## src/rtl/mem_arbiter.sv

```systemverilog
`default_nettype none
// +--------------------------------------------------------------------------+
// | Module      : mem_arbiter                                                |
// | Description : Two-requester (fetch / data) arbiter in front of a shared  |
// |               single-port memory with fixed read latency MEM_LAT.        |
// |               Define ARB_RR_EN for alternating priority on contention;   |
// |               otherwise data has fixed priority over fetch.              |
// | Revision    : 1.0 - initial release                                      |
// +--------------------------------------------------------------------------+
module mem_arbiter #(
    parameter int MEM_LAT = 2
) (
    input  logic        clk,
    input  logic        rst,

    input  logic        if_req,
    input  logic [31:0] if_addr,
    output logic        if_gnt,
    output logic        if_rvalid,
    output logic [31:0] if_rdata,

    input  logic        d_req,
    input  logic        d_we,
    input  logic        d_type,
    input  logic [31:0] d_addr,
    input  logic [31:0] d_wdata,
    output logic        d_gnt,
    output logic        d_rvalid,
    output logic [31:0] d_rdata,

    output logic        mem_en,
    output logic        mem_we,
    output logic        mem_type,
    output logic [31:0] mem_addr,
    output logic [31:0] mem_wdata,
    input  logic [31:0] mem_rdata,

    output logic        busy
);

    localparam logic [3:0] c_CNT_LOAD = 4'(MEM_LAT - 1);
    localparam logic       c_OWNER_F  = 1'b0;
    localparam logic       c_OWNER_D  = 1'b1;

    typedef enum logic [1:0] {
        IDLE   = 2'd0,
        ACCESS = 2'd1,
        RESP   = 2'd2
    } state_t;

    state_t      r_state;
    logic [3:0]  r_cnt;
    logic        r_arm;
    logic        r_owner;
    logic        r_we;
    logic [31:0] r_addr;
    logic [31:0] r_wdata;
    logic [31:0] r_if_rdata;
    logic [31:0] r_d_rdata;
    logic        r_mem_en;
    logic        r_mem_we;
    logic        r_mem_type;
    logic        r_if_rvalid;
    logic        r_d_rvalid;

    logic        w_pick_d;
    logic        w_grant_ok;

`ifdef ARB_RR_EN
    logic        r_last_owner;

    // On contention the requester that did not own the previous access wins.
    always_comb begin
        w_pick_d = d_req;
        if (d_req && if_req) begin
            w_pick_d = (r_last_owner == c_OWNER_F);
        end
    end
`else
    assign w_pick_d = d_req;
`endif

    // r_arm holds grants off until the first clock edge after reset release.
    assign w_grant_ok = (r_state == IDLE) && r_arm && (if_req || d_req);
    assign d_gnt      = w_grant_ok && (w_pick_d == c_OWNER_D);
    assign if_gnt     = w_grant_ok && (w_pick_d == c_OWNER_F);

    always_ff @(posedge clk or posedge rst) begin
        if (rst) begin
            r_state      <= IDLE;
            r_cnt        <= '0;
            r_arm        <= 1'b0;
            r_owner      <= c_OWNER_F;
            r_we         <= 1'b0;
            r_addr       <= '0;
            r_wdata      <= '0;
            r_if_rdata   <= '0;
            r_d_rdata    <= '0;
            r_mem_en     <= 1'b0;
            r_mem_we     <= 1'b0;
            r_mem_type   <= 1'b0;
            r_if_rvalid  <= 1'b0;
            r_d_rvalid   <= 1'b0;
`ifdef ARB_RR_EN
            r_last_owner <= c_OWNER_F;
`endif
        end else begin
            r_arm <= 1'b1;
            case (r_state)
                IDLE: begin
                    if (w_grant_ok) begin
                        r_owner    <= w_pick_d;
                        r_addr     <= w_pick_d ? d_addr : if_addr;
                        r_we       <= w_pick_d & d_we;
                        r_wdata    <= w_pick_d ? d_wdata : 32'd0;
                        r_cnt      <= c_CNT_LOAD;
                        r_mem_en   <= 1'b1;
                        r_mem_we   <= w_pick_d & d_we;
                        r_mem_type <= w_pick_d & d_type;
                        r_state    <= ACCESS;
`ifdef ARB_RR_EN
                        r_last_owner <= w_pick_d;
`endif
                    end
                end
                ACCESS: begin
                    if (r_cnt == 4'd0) begin
                        // Read data is valid in the last access cycle; stores leave rdata alone.
                        if (!r_we) begin
                            if (r_owner == c_OWNER_D) begin
                                r_d_rdata <= mem_rdata;
                            end else begin
                                r_if_rdata <= mem_rdata;
                            end
                        end
                        r_mem_en    <= 1'b0;
                        r_mem_we    <= 1'b0;
                        r_mem_type  <= 1'b0;
                        r_if_rvalid <= (r_owner == c_OWNER_F);
                        r_d_rvalid  <= (r_owner == c_OWNER_D);
                        r_state     <= RESP;
                    end else begin
                        r_cnt <= r_cnt - 4'd1;
                    end
                end
                RESP: begin
                    r_if_rvalid <= 1'b0;
                    r_d_rvalid  <= 1'b0;
                    r_state     <= IDLE;
                end
                default: begin
                    r_mem_en    <= 1'b0;
                    r_mem_we    <= 1'b0;
                    r_mem_type  <= 1'b0;
                    r_if_rvalid <= 1'b0;
                    r_d_rvalid  <= 1'b0;
                    r_state     <= IDLE;
                end
            endcase
        end
    end

    assign mem_en    = r_mem_en;
    assign mem_we    = r_mem_we;
    assign mem_type  = r_mem_type;
    assign mem_addr  = r_addr;
    assign mem_wdata = r_wdata;
    assign if_rvalid = r_if_rvalid;
    assign d_rvalid  = r_d_rvalid;
    assign if_rdata  = r_if_rdata;
    assign d_rdata   = r_d_rdata;
    assign busy      = (r_state != IDLE);

endmodule
`default_nettype wire

```

## config.mk

```make
export PLATFORM = sky130hd
export DESIGN_NAME = mem_arbiter
export DESIGN_NICKNAME = d
export VERILOG_FILES = /design/src/rtl/mem_arbiter.sv
export SDC_FILE = /design/constraint.sdc
export NUM_CORES = 1
export LEC_CHECK = 0
export ABC_CLOCK_PERIOD_IN_PS = 6100
export CAP_MARGIN = 40
export CORE_ASPECT_RATIO = 2
export CORE_MARGIN = 1
export CORE_UTILIZATION = 43
export CTS_BUF_LIST = sky130_fd_sc_hd__clkbuf_4
export CTS_CLUSTER_SIZE = 10
export DETAILED_ROUTE_END_ITERATION = 8
export PLACE_DENSITY = 0.84
export SYNTH_ARGS = -nofsm -noshare
export SYNTH_HDL_FRONTEND = slang
export SYNTH_SLANG_ARGS = --single-unit
```

## constraint.sdc

```tcl
create_clock -name clk -period 6.1 [get_ports clk]
set_input_delay 0.61 -clock clk [delete_from_list [all_inputs] [get_ports clk]]
set_output_delay 0.61 -clock clk [all_outputs]
set_load 0.05 [all_outputs]
```

==> summary by stage <==
Worst setup path
Walking the worst path, the cells encountered are buf_2 > buf_4 > o21ai_0 > nor2_1 > clkdlybuf4s50_1. Tracing the worst setup path back leads to its startpoint at d_req. The critical path startpoint category is an input port. The startpoint-to-endpoint class of the critical path is in -> out.

The most critical setup path has its endpoint at if_gnt. For flop-to-flop paths, the worst setup slack is 3.88 ns. The data required time of the critical path is 5.49 ns. The worst setup path is captured at a primary output. The worst register-to-register path ends at if_rdata[26].

The family with the most delay on the worst path is buffers and inverters. The delay of the slowest cell on the worst path is 0.82 ns. The logic depth of the worst setup path including buffers is 5. The worst reg2reg path depth is 6. Together, buffers and inverters on the worst path number 3. The library cell contributing the largest single delay on the critical path is clkdlybuf4s50_1. Of all nets on the critical path, the largest fanout is 43.

STA puts the critical path data arrival time at 2.86 ns. The launching point of the worst reg2reg path is r_cnt[0].

Yosys
The synthesized instance count is 437. In this run the cell area of the synthesized design comes to 5900 um2. The most used flip-flop cell after synthesis is dfrtp_1. The total of flip-flops plus latches after synthesis is 142. Of all flip-flops after synthesis, the portion carrying an async set or reset was 100%. The distinct cell type count after synthesis is 34. The net count after synthesis is 572. The average instance in the mapped netlist occupies 13.5 um2. For this run, the register share of the synthesized area comes to 60.2%. The count of synthesis-stage warnings from yosys is 0. The number of synthesized flops with an enable pin is 0.

Place
The HPWL after detailed placement is 11.7 mm. The count of port buffers added during placement is 269. Routability-driven placement finished with a final weighted congestion of 0.825.

Min path
The class of the most critical hold timing path is reg -> reg.

STA
The number of hold-slack violations in the final timing report came to 0. Setup total negative slack on the finished layout was measured at 0 ns. The count of endpoints failing setup in the final report is 0.

The worst path uses 56.9% of the clock period. Timing would allow up to 288 MHz. The number of pins with negative max-slew slack in the final report was 0. Counting I/O delays and the setup requirement, the final critical path takes 3.47 ns. The final setup skew is 0.0150 ns. Setup repair after global routing left no endpoint under its margin.

Headroom to the max-slew limit came out at 49.2%. At the pin with the least slew margin, the transition time is 0.762 ns.

Clock network
At the later pin of the worst-skew pair, clock insertion delay measures 0.51 ns. The number of post-CTS setup repair buffers is 0. The clock transition at the register clock pins on the worst setup and hold paths after CTS is 0.12 ns. The CTS buffer count is 17. The depth of the CTS H-tree is 4.

In this run, post-CTS hold repair placed 0 buffers. The clock drives 142 sinks. The number of gates resized after cts is 0. The root buffer cell is clkbuf_4.

The deepest clock path buffer count is 2. TritonCTS built the clock tree.

Pwr
Power spread over the standard cell area amounts to 631 nW/um2. The total power of the final layout is 5720 uW. The analysis attributes to cell leakage a power of 0.00386 uW. The worst voltage drop across the vdd grid is 320 uV.

Layout
The number of nets in the layout is 841. The area added between synthesis and finish is 53.6%. In the final layout, the multi-input gates occupy 2200 um2. The fill cell instance count of the final layout is 964. The sequential cell area is 3550 um2.

The share of layout cells above drive strength 1 is 24.6%.

Global route
The pin count of the biggest net entering global routing is 87. The number of antenna violations at the first check in global routing was 1. Summed over all layers, the global routing overflow is 0. Global routing used 22.7% of the available tracks across all layers.

The first global-routing pass estimated 24.8 mm of wire. The number of global-route vias before repair is 5,088.

Floorplanning
The initialized floorplan defines 60 standard-cell rows. The floorplan step set the die width to 84.9 um. The floorplan step set the die height to 168 um. The initial utilization of the core area, before any placement, comes to 43.9%. The floorplan step defined a core boundary enclosing 13,400 um2.

The floorplan step defined a die boundary enclosing 14,200 um2. 270 I/O pins were placed.

Detailed routing
The detailed router finished its first iteration with 128 violations. The first detailed-routing pass ran for 6 iterations. After detailed routing, the total wire length is 15.5 mm.

The routed layout has 4,569 vias. After detailed routing, the number of remaining DRC violations is 15. Dividing the detail-routed via count by the number of cells gives 5.22. Dividing the detail-routed wire length by the instance count gives 17.8 um. The number of routed nets with antenna violations is 0.

Run
The number of maximum-capacitance violations is 0.

Status
The checks that failed: DRC. The run finished, with violations left.
-- placed cells by master, fill, tap and decap left out, types with 3 or more instances in the layout --
| cell | instances |
|---|---|
| clkdlybuf4s50_1 | 268 |
| o21ai_0 | 37 |
| buf_4 | 5 |
| nand3_1 | 35 |
| clkbuf_4 | 19 |
| clkinv_4 | 4 |
| mux2_2 | 127 |
| nand2_1 | 32 |
| nor2_1 | 3 |
| nand2b_1 | 3 |
| a21o_1 | 3 |
| dfrtp_1 | 142 |
| bufinv_16 | 4 |
-- cell usage after synthesis (all sizes together) (2+ instances only) --
| cell | count | area (um2) |
|---|---|---|
| dfrtp | 142 | 3550 |
| mux2 | 129 | 1450 |
| o21ai | 37 | 185 |
| nand3 | 35 | 175 |
| nand2 | 32 | 120 |
| clkbuf | 16 | 60.1 |
| buf | 11 | 91.3 |
| nor2 | 5 | 26.3 |
| a21o | 3 | 22.5 |
| inv | 3 | 11.3 |
| nand2b | 3 | 18.8 |
| mux2i | 2 | 20.0 |
| nor3b | 2 | 25.0 |
| or3b | 2 | 20.0 |
-- through the flow --
step | hold slack (ns) | cell area [um2] | instances | setup WS (ns) | utilization, %
2_1_floorplan | 0.495 | 5900 | 437 | 1.68 | -
3_3_place_gp | 0.466 | 8690 | 839 | 2.67 | 64.6
3_5_place_dp | 0.470 | 8740 | 842 | 2.63 | 65.0
4_1_cts | 0.497 | 9070 | 874 | 2.61 | 67.5
5_1_grt | 0.517 | 9070 | 875 | 2.48 | 67.5
6_report | 0.492 | 9070 | 875 | 2.63 | 67.5
-- final cells by class --
| class | count | area share (%) |
|---|---|---|
| timing repair buffer | 277 | 30.6 |
| clock buffer | 19 | 1.57 |
| tap | 155 | 2.14 |
| clock inverter | 13 | 2.08 |
| inverter | 3 | 0.179 |
| multi-input combinational | 265 | 24.2 |
| antenna | 1 | 0.0276 |
| sequential | 142 | 39.2 |
-- where the power goes --
part	internal, uW	leakage, uW	switching (uW)	total, uW
logic	1220	0.00196	2160	3390
registers	1400	0.00172	263	1660
clock network	337	0.000173	341	678
total	2950	0.00386	2770	5720
-- sequential cells by signal (all words and copies together) (netlist names) --
signal	count
mem_addr	32
r_arm	1
mem_we	1
if_rvalid	1
r_we	1
d_rdata	32
d_rvalid	1
mem_type	1
if_rdata	32
mem_wdata	32
r_owner	1
r_state	2
r_cnt	4
mem_en	1
-- per-layer routing --
layer,up-vias,global-route usage [%],wire (um)
met5,-,0,0
met4,0,11.8,614
met3,45,6.26,981
met2,215,43.1,8800
met1,2230,21.7,5150
li1,2079,-,-
-- worst min-delay path by stage --
stage                       startpoint           end  slack, ns  depth (start not counted)
final                           mem_en        mem_en       0.49                          1
after floorplan               r_cnt[1]      r_cnt[1]       0.49                          1
after global placement    if_rdata[24]  if_rdata[24]       0.47                          1
after global routing            mem_en        mem_en       0.52                          1
after CTS                       mem_en        mem_en       0.50                          1
after detailed placement        mem_en        mem_en       0.47                          1
-- cells by family after synthesis --
family	Yosys count	share of synthesized area, %
mux	131	24.9
flops	142	60.2
fa+ha+maj	1	0.212
buf+inv	30	2.75
other cells	1	0.0635
compound gates	45	4.15
simple gates	87	7.69
Note: power is estimated with default switching activity, not from simulation.
